**config.mk**
```make
export PLATFORM = sky130hd
export DESIGN_NAME = psum_acc_flat
export DESIGN_NICKNAME = d
export VERILOG_FILES = /design/src/rtl/psum_acc_if.sv /design/src/rtl/psum_acc.sv /design/src/flat_wrapper.sv
export SDC_FILE = /design/constraint.sdc
export NUM_CORES = 1
export LEC_CHECK = 0
export CAP_MARGIN = 10
export CORE_AREA = 2 2 102 104
export CTS_CLUSTER_SIZE = 8
export DETAILED_ROUTE_END_ITERATION = 10
export DIE_AREA = 0 0 104 106
export PLACE_DENSITY = 0.66
export SLEW_MARGIN = 20
export SYNTH_ARGS = -nofsm -noshare
export SYNTH_HDL_FRONTEND = slang
export SYNTH_SLANG_ARGS = --single-unit
```
**constraint.sdc**
```tcl
create_clock -name i_clk -period 3.9 [get_ports i_clk]
set_input_delay 0.78 -clock i_clk [delete_from_list [all_inputs] [get_ports i_clk]]
set_output_delay 0.78 -clock i_clk [all_outputs]
set_load 0.05 [all_outputs]
```
**src/rtl/psum_acc_if.sv**
```systemverilog
// ---------------------------------------------------------------------------
// psum_acc_if -- handshake bundle for the partial-sum accumulator.
//
// Signal names keep the accumulator's own view: i_* are driven into the
// accumulator and o_* are driven by it.
//   i_start      : pulse that opens an accumulation window
//   i_len        : beats per window, sampled with i_start
//   i_sum_valid  : i_sum carries a beat
//   i_sum        : signed per-cycle sum from the MAC mux stage
//   o_sum_ready  : accumulator takes i_sum this cycle
//   o_psum_valid : o_psum holds a finished window result
//   o_psum       : signed saturated partial sum
//   i_psum_ready : downstream takes o_psum
//   o_ovf        : saturation seen in the current or last window
// Modports: slave = accumulator side, master = producer/consumer side.
// ---------------------------------------------------------------------------
interface psum_acc_if #(
    parameter int ASUMDWD = 18,
    parameter int ACCDWD  = 24,
    parameter int CNTWD   = 8
);
    logic                      i_start;
    logic [CNTWD-1:0]          i_len;
    logic                      i_sum_valid;
    logic signed [ASUMDWD-1:0] i_sum;
    logic                      o_sum_ready;
    logic                      o_psum_valid;
    logic signed [ACCDWD-1:0]  o_psum;
    logic                      i_psum_ready;
    logic                      o_ovf;

    modport slave (
        input  i_start, i_len, i_sum_valid, i_sum, i_psum_ready,
        output o_sum_ready, o_psum_valid, o_psum, o_ovf
    );

    modport master (
        output i_start, i_len, i_sum_valid, i_sum, i_psum_ready,
        input  o_sum_ready, o_psum_valid, o_psum, o_ovf
    );
endinterface

```
**src/rtl/psum_acc.sv**
```systemverilog
// ---------------------------------------------------------------------------
// psum_acc -- windowed saturating accumulator for MAC partial sums.
//
// An i_start with a non-zero i_len opens a window of i_len beats. Each
// accepted beat adds the sign-extended i_sum into a saturating ACCDWD-bit
// accumulator. The last beat's result is registered into o_psum and offered
// with o_psum_valid until the downstream takes it. A new window may be
// started in the same cycle as that handshake.
//
// Ports:
//   i_clk : clock, all state changes on the rising edge
//   i_rst : asynchronous active-high reset
//   bus   : psum_acc_if slave modport (start/len, sum in, psum out, ovf)
// ---------------------------------------------------------------------------
module psum_acc #(
    parameter int ASUMDWD = 18,
    parameter int ACCDWD  = 24,
    parameter int CNTWD   = 8
) (
    input  logic       i_clk,
    input  logic       i_rst,
    psum_acc_if.slave  bus
);
    typedef enum logic [1:0] {
        ST_IDLE = 2'd0,
        ST_ACC  = 2'd1,
        ST_HOLD = 2'd2
    } state_t;

    localparam logic [CNTWD-1:0]         CNT_ONE = {{(CNTWD-1){1'b0}}, 1'b1};
    localparam logic signed [ACCDWD-1:0] ACC_MAX = {1'b0, {(ACCDWD-1){1'b1}}};
    localparam logic signed [ACCDWD-1:0] ACC_MIN = {1'b1, {(ACCDWD-1){1'b0}}};

    state_t                   state_q, state_d;
    logic signed [ACCDWD-1:0] acc_q, acc_d;
    logic [CNTWD-1:0]         cnt_q, cnt_d;
    logic [CNTWD-1:0]         len_q, len_d;
    logic signed [ACCDWD-1:0] psum_q, psum_d;
    logic                     psum_valid_q, psum_valid_d;
    logic                     ovf_q, ovf_d;

    // One extra bit of headroom: the sum of two in-range values can exceed
    // the ACCDWD range by at most one bit, so the top two bits disagreeing
    // means the result has left the representable range.
    logic signed [ACCDWD:0]   sum_wide;
    logic                     sat_hit;
    logic signed [ACCDWD-1:0] sat_sum;
    logic                     start_ok;
    logic                     beat;
    logic                     last_beat;

    always_comb begin
        sum_wide = {acc_q[ACCDWD-1], acc_q}
                 + {{(ACCDWD+1-ASUMDWD){bus.i_sum[ASUMDWD-1]}}, bus.i_sum};
        sat_hit  = sum_wide[ACCDWD] ^ sum_wide[ACCDWD-1];
        if (!sat_hit) begin
            sat_sum = sum_wide[ACCDWD-1:0];
        end else if (sum_wide[ACCDWD]) begin
            sat_sum = ACC_MIN;
        end else begin
            sat_sum = ACC_MAX;
        end
    end

    // Ready comes purely from the state register, so valid never feeds back
    // into ready combinationally.
    assign beat      = (state_q == ST_ACC) && bus.i_sum_valid;
    assign start_ok  = bus.i_start && (bus.i_len != '0);
    // len_q is never zero inside a window, so len_q-1 cannot wrap and a full
    // 2^CNTWD-1 beat window ends with the counter at 2^CNTWD-2.
    assign last_beat = (cnt_q == (len_q - CNT_ONE));

    always_comb begin
        state_d      = state_q;
        acc_d        = acc_q;
        cnt_d        = cnt_q;
        len_d        = len_q;
        psum_d       = psum_q;
        psum_valid_d = psum_valid_q;
        ovf_d        = ovf_q;

        case (state_q)
            ST_IDLE: begin
                if (start_ok) begin
                    len_d   = bus.i_len;
                    acc_d   = '0;
                    cnt_d   = '0;
                    ovf_d   = 1'b0;
                    state_d = ST_ACC;
                end
            end

            ST_ACC: begin
                if (beat) begin
                    acc_d = sat_sum;
                    ovf_d = ovf_q | sat_hit;
                    if (last_beat) begin
                        psum_d       = sat_sum;
                        psum_valid_d = 1'b1;
                        state_d      = ST_HOLD;
                    end else begin
                        cnt_d = cnt_q + CNT_ONE;
                    end
                end
            end

            ST_HOLD: begin
                if (bus.i_psum_ready) begin
                    psum_valid_d = 1'b0;
                    if (start_ok) begin
                        len_d   = bus.i_len;
                        acc_d   = '0;
                        cnt_d   = '0;
                        ovf_d   = 1'b0;
                        state_d = ST_ACC;
                    end else begin
                        state_d = ST_IDLE;
                    end
                end
            end

            default: begin
                state_d = ST_IDLE;
            end
        endcase
    end

    always_ff @(posedge i_clk or posedge i_rst) begin
        if (i_rst) begin
            state_q      <= ST_IDLE;
            acc_q        <= '0;
            cnt_q        <= '0;
            len_q        <= '0;
            psum_q       <= '0;
            psum_valid_q <= 1'b0;
            ovf_q        <= 1'b0;
        end else begin
            state_q      <= state_d;
            acc_q        <= acc_d;
            cnt_q        <= cnt_d;
            len_q        <= len_d;
            psum_q       <= psum_d;
            psum_valid_q <= psum_valid_d;
            ovf_q        <= ovf_d;
        end
    end

    assign bus.o_sum_ready  = (state_q == ST_ACC);
    assign bus.o_psum_valid = psum_valid_q;
    assign bus.o_psum       = psum_q;
    assign bus.o_ovf        = ovf_q;

endmodule

```
**src/flat_wrapper.sv**
```systemverilog
// flat-port wrapper written by rule: the top's interface ports become plain ports
module psum_acc_flat 
#(
    parameter int ASUMDWD = 18,
    parameter int ACCDWD  = 24,
    parameter int CNTWD   = 8
)
  (i_clk, i_rst, bus_i_start, bus_i_len, bus_i_sum_valid, bus_i_sum, bus_i_psum_ready, bus_o_sum_ready, bus_o_psum_valid, bus_o_psum, bus_o_ovf);
  psum_acc_if #(.ASUMDWD(ASUMDWD), .ACCDWD(ACCDWD), .CNTWD(CNTWD)) bus_i ();
  input  logic i_clk;
  input  logic i_rst;
  input wire logic [$bits(bus_i.i_start)-1:0] bus_i_start;
  input wire logic [$bits(bus_i.i_len)-1:0] bus_i_len;
  input wire logic [$bits(bus_i.i_sum_valid)-1:0] bus_i_sum_valid;
  input wire logic [$bits(bus_i.i_sum)-1:0] bus_i_sum;
  input wire logic [$bits(bus_i.i_psum_ready)-1:0] bus_i_psum_ready;
  output wire logic [$bits(bus_i.o_sum_ready)-1:0] bus_o_sum_ready;
  output wire logic [$bits(bus_i.o_psum_valid)-1:0] bus_o_psum_valid;
  output wire logic [$bits(bus_i.o_psum)-1:0] bus_o_psum;
  output wire logic [$bits(bus_i.o_ovf)-1:0] bus_o_ovf;
  assign bus_i.i_start = bus_i_start;
  assign bus_i.i_len = bus_i_len;
  assign bus_i.i_sum_valid = bus_i_sum_valid;
  assign bus_i.i_sum = bus_i_sum;
  assign bus_i.i_psum_ready = bus_i_psum_ready;
  assign bus_o_sum_ready = bus_i.o_sum_ready;
  assign bus_o_psum_valid = bus_i.o_psum_valid;
  assign bus_o_psum = bus_i.o_psum;
  assign bus_o_ovf = bus_i.o_ovf;
  psum_acc #(.ASUMDWD(ASUMDWD), .ACCDWD(ACCDWD), .CNTWD(CNTWD)) u_core (.i_clk(i_clk), .i_rst(i_rst), .bus(bus_i));
endmodule
```
==> results of run 1 <==
## cell families (layout without fill, tap and decap cells)
family,count (synthesis),count (layout),share of synthesized area [%]
simple gates,159,159,17.4
compound gates,151,151,22.4
flops,68,68,39.0
buf+inv,44,117,4.36
xor+xnor,34,34,6.82
fa+ha+maj,32,32,9.05
mux,4,4,1.03
## worst min-delay path, stage by stage, from the launching register on
cell and delay, ns:
sky130_fd_sc_hd__dfrtp_1 0.35, sky130_fd_sc_hd__nand2_1 0.06, sky130_fd_sc_hd__o21ai_2 0.05
## layout by cell type (no fill, tap or decap), types with 4 or more instances in the layout
master                            synthesis  layout
sky130_fd_sc_hd__xnor2_1                 19      19
sky130_fd_sc_hd__maj3_1                   5       5
sky130_fd_sc_hd__clkdlybuf4s50_1          0      57
sky130_fd_sc_hd__dfrtp_1                 68      68
sky130_fd_sc_hd__buf_4                    0      27
sky130_fd_sc_hd__nor3_1                  10       9
sky130_fd_sc_hd__nor2b_1                  4       4
sky130_fd_sc_hd__xor2_1                  15      15
sky130_fd_sc_hd__nand3_1                 14      14
sky130_fd_sc_hd__nand4_1                  8       8
sky130_fd_sc_hd__nand2_1                 76      76
sky130_fd_sc_hd__inv_1                   18      17
sky130_fd_sc_hd__a21oi_1                 38      38
sky130_fd_sc_hd__a31oi_1                  8       8
sky130_fd_sc_hd__ha_1                    26      26
sky130_fd_sc_hd__nor2_1                  21      21
sky130_fd_sc_hd__o21ai_0                 49      49
sky130_fd_sc_hd__mux2_2                   4       4
sky130_fd_sc_hd__clkbuf_8                 0      13
sky130_fd_sc_hd__a21o_1                   8       8
sky130_fd_sc_hd__o211ai_1                 4       4
sky130_fd_sc_hd__o21ai_2                 11      11
## flip-flops by register name, summed over array words and instances (netlist names)
signal,cells
u_core.bus.o_psum_valid,1
u_core.len_q,8
u_core.cnt_q,8
u_core.bus.o_ovf,1
u_core.state_q,2
u_core.acc_q,24
u_core.bus.o_psum,24
## area by class of cell
type | count | area [µm²]
multi-input cells | 380 | 2480
clock inverters | 1 | 5.00
well taps | 136 | 170
inverters | 18 | 67.6
fillers | 951 | 4620
clock buffers | 14 | 183
repair buffers | 84 | 773
flip-flops and latches | 68 | 1700
## routing by layer
| layer | up-vias | track usage, % |
|---|---|---|
| met1 | 1832 | 28.1 |
| met2 | 77 | 34.2 |
| li1 | 1900 | - |
| met3 | 15 | 6.19 |
| met4 | 0 | 6.76 |
| met5 | - | 0 |
## worst min path at each step
stage | cells past startpoint | start | to
6_report | 2 | u_core.bus.o_psum[11] | u_core.bus.o_psum[11]
2_1_floorplan | 2 | u_core.acc_q[11] | u_core.acc_q[11]
3_5_place_dp | 2 | u_core.bus.o_psum[9] | u_core.bus.o_psum[9]
4_1_cts | 2 | u_core.bus.o_psum[9] | u_core.bus.o_psum[9]
3_3_place_gp | 2 | u_core.bus.o_psum[9] | u_core.bus.o_psum[9]
5_1_grt | 2 | u_core.bus.o_psum[12] | u_core.bus.o_psum[12]
## power groups by stage
stage	sequential (mW)	combinational, mW	clock [mW]
2_1_floorplan	1.42	1.91	0
3_3_place_gp	1.20	2.95	0
3_5_place_dp	1.20	3.01	0
4_1_cts	1.20	3.02	0.576
5_1_grt	1.24	3.34	0.606
6_report	1.20	3.01	0.558
## metrics by stage
step / hold slack (ns) / TNS (ns) / total power [mW] / cells
global route: 0.509 / 0 / 5.19 / 701
finish: 0.483 / 0 / 4.76 / 701
CTS: 0.488 / 0 / 4.79 / 701
detailed placement: 0.472 / -0.280 / 4.21 / 686
global placement: 0.465 / 0 / 4.15 / 686
floorplan: 0.454 / 0 / 3.32 / 492
==> metrics.md, run 1 <==
| Metric | Value |
|---|---|
| Crit share post-route | 92.0% |
| Syn_nets | 550 |
| Post-layout min period | 3.59 ns |
| Number of antenna violations at the first check in global routing | 0 |
| Cell area after layout | 5380 µm² |
| R2r worst-path depth | 9 |
| Arrival time reported for the critical path endpoint | 3.79 ns |
| Clock share of power | 11.7% |
| Outcome | finished clean |
| Destination of the critical timing path | u_core.acc_q[17] |
| Area added between synthesis and finish | 23.2% |
| Antenna diodes | 0 |
| Count leader, synth | sky130_fd_sc_hd__nand2_1 |
| Internal power | 2.50 mW |
| Core Area | 10000 µm² |
| Slew of the pin with the lowest slew margin | 0.755 ns |
| Highest metal layer used by the detailed router | met4 |
| Number of buffers on the longest clock path | 2 |
| Kind of critical path | in2reg |
| Critical R2R Capture | u_core.bus.o_psum[22] |
| Avg Vias per Cell | 5.46 |
| Setup Buffers After CTS | 0 |
| IO Count | 58 |
| Worst setup startpoint | bus_i_sum[1] |
| Total number of cells along the worst setup path | 10 |
| Origin of the critical flop-to-flop path | u_core.len_q[0] |
| Standby leakage power | 2.40 nW |
| Drt initial violations | 171 |
| Pre-CTS setup slack | -0.0531 ns |
| Power density relative to cell area | 885 nW/µm² |
| Category of the worst setup path launch point | input port |
| Area of the mapped netlist | 4370 µm² |
| Type of element capturing the critical path | flop |
| TritonCTS clock tree | built |
| Proportion of layout cells with a drive suffix above 1 | 11.9% |
| Yosys synthesis warning count | 0 |
| Global-route wire length before repair | 18800 µm |
| Synthesized area per cell | ~8.9 µm² |
| Row count | 37 |
| Total iterations of the first detailed-routing run | 4 |
| Unrepaired setup endpoints after global routing | no |
| Number of flops mapped to enable cells by yosys | 0 |
| Dominant cells by area after synthesis | sky130_fd_sc_hd__dfrtp_1, sky130_fd_sc_hd__ha_1, sky130_fd_sc_hd__nand2_1 |
| Vertical extent of the die | between 100 and 150 µm |
| Clock root buffer | sky130_fd_sc_hd__clkbuf_8 |
| Worst stage delay on the critical path | 0.64 ns |
| Highest net fanout along the worst path | 17 |
| Number of cells produced by synthesis | 492 |
| Count of cell types in the netlist | 61 |
| Initial core utilization | 43.7% |
| Fraction of synthesized cell area taken by the top area cell type | 39.0% |
| Vias in the first global route | 3795 |
| Switching share of total power | 47.5% |
| Required time at the worst-slack endpoint | 4.10 ns |
| GR Util All Layers | a little over a fifth |
| Worst-case clock skew | 0.0115 ns |
| R2r setup slk | 0.64 ns |
| Relative contribution of sequential cells to total power | 25.1% |
| Worst slew slack as a fraction of its limit | 49.7% |
| Peak supply drop | 365 µV |
| Clk sinks | 68 |
| Placed cell area | 5190 µm² |
| Met2 wire len | about 5200 µm |
| F_max | 0.279 GHz |
| Number of cells upsized or downsized after cts | 0 |
| Chain of cells forming the critical path | clkdlybuf4s50_1 -> ha_1 -> a211oi_1 -> o21bai_1 -> o2111a_1 -> o31ai_1 -> a21oi_1 -> xor2_1 -> o21ai_2 -> o21ai_0 |
| Sum of overflow across all layers after global routing | 0 |
| DRT antenna net count | 0 |
| Largest area contributor in the synthesized netlist | sky130_fd_sc_hd__dfrtp_1 |
| Final setup violation count | 0 |
| Clk pin slew, worst setup/hold paths | 0.07 ns |
| Async set-reset flop share out of synthesis | 100% |
| Number of levels the H-tree was split into | 3 |
| Net total in the final layout | approximately 620 |
| Total half-perimeter wirelength after legalization and detailed placement | 8170 µm |
| Pins Over Slew Limit | 0 |
| Cell type group with the largest total delay on the critical path | compound AO/OA/AOI/OAI gates |
| Max-cap violation count | 0 |
| Clock latency on the worst-skew pair | 0.36 ns |
| Routed length on met1 | 5190 µm |
| Commonest cells in the netlist | sky130_fd_sc_hd__nand2_1, sky130_fd_sc_hd__dfrtp_1, sky130_fd_sc_hd__o21ai_0, sky130_fd_sc_hd__a21oi_1, sky130_fd_sc_hd__ha_1 |
| Switching pwr | roughly 2.3 mW |
| Hold-fix buffers, CTS | 0 |
| Wire length per cell after detailed routing | 15.8 µm |
| Total Routed Length | 11100 µm |
| Number of buffers inserted by port buffering | 57 |
| Die Span X | approximately 100 µm |
| Post-synth top flop | sky130_fd_sc_hd__dfrtp_1 |
| Via count of the routed design | approximately 3800 |
| Cell at the slowest stage of the critical path | sky130_fd_sc_hd__o21ai_2 |
| FF+latch count, synth | 68 |
| HP Class | reg2reg |
| End-of-flow core utilization | between 50% and 60% |
| Floorplan die area | 11000 µm² |
| Total DRC errors in the routed layout | 0 |
| Combinational fraction of design power | between 60% and 70% |
| Met3 layer wire length in the routed design | 499 µm |
| Maximum number of pins on one net before global-route repair | 39 |
| Gpl congestion | 0.865 |
| Hold Violations, Final | 0 |
| Share of synthesized area occupied by flip-flops and latches | 39.0% |
| TritonCTS buffer count | 9 |
| Count of buffering cells on the critical path with inverters included | 1 |
| Worst setup slack after layout | around 0.31 ns |
No activity file was read; power rests on OpenSTA's default activity.
==> run 2: changes to the inputs <==
--- a/config.mk
+++ b/config.mk
@@ -6,11 +6,10 @@
 export NUM_CORES = 1
 export LEC_CHECK = 0
 export CAP_MARGIN = 10
-export CORE_AREA = 2 2 102 104
-export CTS_CLUSTER_SIZE = 8
+export CORE_AREA = 2 2 124 126
+export CTS_CLUSTER_SIZE = 25
 export DETAILED_ROUTE_END_ITERATION = 10
-export DIE_AREA = 0 0 104 106
-export PLACE_DENSITY = 0.66
+export DIE_AREA = 0 0 126 128
 export SLEW_MARGIN = 20
 export SYNTH_ARGS = -nofsm -noshare
 export SYNTH_HDL_FRONTEND = slang
==> run 2 against run 1 <==
Sequential power about the same; setup slack worse by 0.051 ns; clock-buffer cell count shrank 3; power is 5.4% higher.
==> metrics.md, run 2 (synthesized netlist as in run 1, its figures left out) <==
| Metric | Value |
|---|---|
| Number of buffers inserted by port buffering | 57 (unchanged) |
| Cell type group with the largest total delay on the critical path | compound AO/OA/AOI/OAI gates |
| Final setup TNS | 0 ns (unchanged) |
| Maximum number of pins on one net before global-route repair | 69 (+77%) |
| Placed cell area | 5240 µm² (+0.96%) |
| Vertical extent of the die | 128 µm (+21%) |
| DRT antenna net count | 0 (unchanged) |
| Pins Over Slew Limit | 0 (unchanged) |
| Required time at the worst-slack endpoint | 4.15 ns (+0.05 ns) |
| Avg Vias per Cell | 5.15 (-5.6%) |
| Clk pin slew, worst setup/hold paths | 0.05 ns (-0.02 ns) |
| Outcome | finished clean |
| GR Util All Layers | 15.0% (-6.4 points) |
| Net total in the final layout | 617 (-0.32%) |
| Pre-CTS setup slack | -0.113 ns (-0.0601 ns) |
| Total DRC errors in the routed layout | 0 (unchanged) |
| Sum of overflow across all layers after global routing | 0 (unchanged) |
| Drt initial violations | 170 (-0.58%) |
| Count of buffering cells on the critical path with inverters included | 2 (+1) |
| Worst setup slack after layout | 0.261 ns (-0.0513 ns) |
| Total iterations of the first detailed-routing run | 4 (unchanged) |
| Hold Violations, Final | 0 (unchanged) |
| Antenna diodes | 0 (unchanged) |
| Wire length per cell after detailed routing | 15.5 µm (-1.7%) |
| Total half-perimeter wirelength after legalization and detailed placement | 8500 µm (+4.1%) |
| Most frequent standard cell in the layout excluding fill and tap cells | sky130_fd_sc_hd__nand2_1 |
| Via count of the routed design | 3866 (+1.1%) |
| Peak supply drop | 343 µV (-6.0%) |
| Floorplan die area | 16100 µm² (+46%) |
| Crit share post-route | 93.3% (+1.3 points) |
| Die Span X | 126 µm (+21%) |
| Number of buffers on the longest clock path | 2 (unchanged) |
| Clk sinks | 68 (unchanged) |
| Cell at the slowest stage of the critical path | sky130_fd_sc_hd__or4b_2 |
| Arrival time reported for the critical path endpoint | 3.89 ns (+0.10 ns) |
| F_max | 0.275 GHz (-1.4%) |
| Post-layout min period | 3.64 ns (+0.0513 ns) |
| Proportion of layout cells with a drive suffix above 1 | 12.1% (+0.22 points) |
| HP Class | reg2reg |
| Standby leakage power | 2.43 nW (+1.1%) |
| Hold-fix buffers, CTS | 0 (unchanged) |
| Slew of the pin with the lowest slew margin | 0.957 ns (+0.203 ns) |
| Worst slew slack as a fraction of its limit | 35.4% (-14 points) |
| Unrepaired setup endpoints after global routing | no |
| Highest net fanout along the worst path | 3 (-14) |
| Clock latency on the worst-skew pair | 0.34 ns (-0.02 ns) |
| TritonCTS buffer count | 9 (unchanged) |
| Core Area | 14900 µm² (+49%) |
| TritonCTS clock tree | built |
| Worst-case clock skew | 0.00719 ns (-0.00434 ns) |
| Most Frequent Cell on Critical Path | sky130_fd_sc_hd__o21ai_0 |
| Gpl congestion | 0.890 (+2.8%) |
| Category of the worst setup path launch point | input port |
| Initial core utilization | 29.4% (-14 points) |
| Total Routed Length | 11700 µm (+5.3%) |
| Kind of critical path | in2reg |
| Max-cap violation count | 0 (unchanged) |
| Clock root buffer | sky130_fd_sc_hd__clkbuf_16 |
| Row count | 45 (+22%) |
| Final setup violation count | 0 (unchanged) |
| Worst stage delay on the critical path | 0.62 ns (-0.02 ns) |
| Cell area after layout | 5540 µm² (+3.0%) |
| Chain of cells forming the critical path | clkdlybuf4s50_1 -> ha_1 -> inv_1 -> fa_1 -> nor2b_1 -> o2111ai_1 -> a21oi_1 -> o21ai_0 -> or4b_2 -> o311a_1 -> maj3_1 -> o21ai_0 |
| Vias in the first global route | 3775 (-0.53%) |
| Type of element capturing the critical path | flop |
| Power density relative to cell area | 906 nW/µm² (+2.4%) |
| Number of levels the H-tree was split into | 3 (unchanged) |
| Most used cells in the layout excluding fill and tap cells | sky130_fd_sc_hd__nand2_1, sky130_fd_sc_hd__dfrtp_1, sky130_fd_sc_hd__clkdlybuf4s50_1, sky130_fd_sc_hd__o21ai_0, sky130_fd_sc_hd__a21oi_1 |
| Global-route wire length before repair | 19500 µm (+3.9%) |
| Number of antenna violations at the first check in global routing | 0 (unchanged) |
| Area added between synthesis and finish | 26.9% |
| IO Count | 58 (unchanged) |
run 2: layer usage:
layer / GRT usage (%) / vias to the layer above / routed length, µm
li1: - / 1901 / -
met1: 19.8 / 1867 / 5470
met2: 24.8 / 81 / 5530
met3: 3.13 / 17 / 462
met4: 4.78 / 0 / 189
met5: 0 / - / 0
run 2: final cells by class:
| type | count | area [µm²] |
|---|---|---|
| well taps | 188 | 235 |
| inverters | 18 | 67.6 |
| clock buffers | 11 | 253 |
| fillers | 1543 | 9320 |
| repair buffers | 82 | 758 |
| clock inverters | 4 | 25.0 |
| multi-input cells | 380 | 2500 |
| flip-flops and latches | 68 | 1700 |
run 2: worst reg2reg max path, stage by stage (launching register included):
cell                        delay [ns]
sky130_fd_sc_hd__dfrtp_1          0.42
sky130_fd_sc_hd__inv_1            0.09
sky130_fd_sc_hd__ha_1             0.22
sky130_fd_sc_hd__or3b_1           0.39
sky130_fd_sc_hd__or4_4            0.50
sky130_fd_sc_hd__a2111oi_4        0.37
sky130_fd_sc_hd__o311a_2          0.32
sky130_fd_sc_hd__nand2_4          0.23
sky130_fd_sc_hd__a21o_4           0.37
sky130_fd_sc_hd__o21ai_0          0.21
run 2: where the power goes:
part	total [mW]	switching (mW)	internal [mW]
registers	1.20	0.215	0.984
logic	3.06	1.84	1.23
clock network	0.761	0.302	0.459
total	5.02	2.35	2.67
run 2: worst paths after layout:
path                                       from               endpoint  slack, ns  cells past startpoint
hold / removal             u_core.bus.o_psum[6]   u_core.bus.o_psum[6]       0.48                      2
setup reg to reg                u_core.len_q[0]   u_core.bus.o_psum[2]       0.70                      9
max in group asynchronous                 i_rst        u_core.acc_q[8]       2.29                      3
setup / recovery                   bus_i_sum[0]       u_core.acc_q[10]       0.26                     12
min in group asynchronous                 i_rst  u_core.bus.o_psum[22]       1.04                      3
hold reg to reg            u_core.bus.o_psum[6]   u_core.bus.o_psum[6]       0.48                      2
run 2: timing repair:
item	4_1_cts	5_1_grt
gates resized for setup	0	3
setup buffers	0	0
endpoints found under the setup margin	0	18
run 2: per-stage QoR:
stage                     std cells  total power, mW  utilization (%)  hold slack, ns
after floorplan                 492             3.32                -           0.454
after global placement          736             4.17             35.3           0.467
after detailed placement        736             4.23             35.3           0.471
after CTS                       751             5.02             37.1           0.484
after global routing            751             5.42             37.3           0.514
final                           751             5.02             37.3           0.478
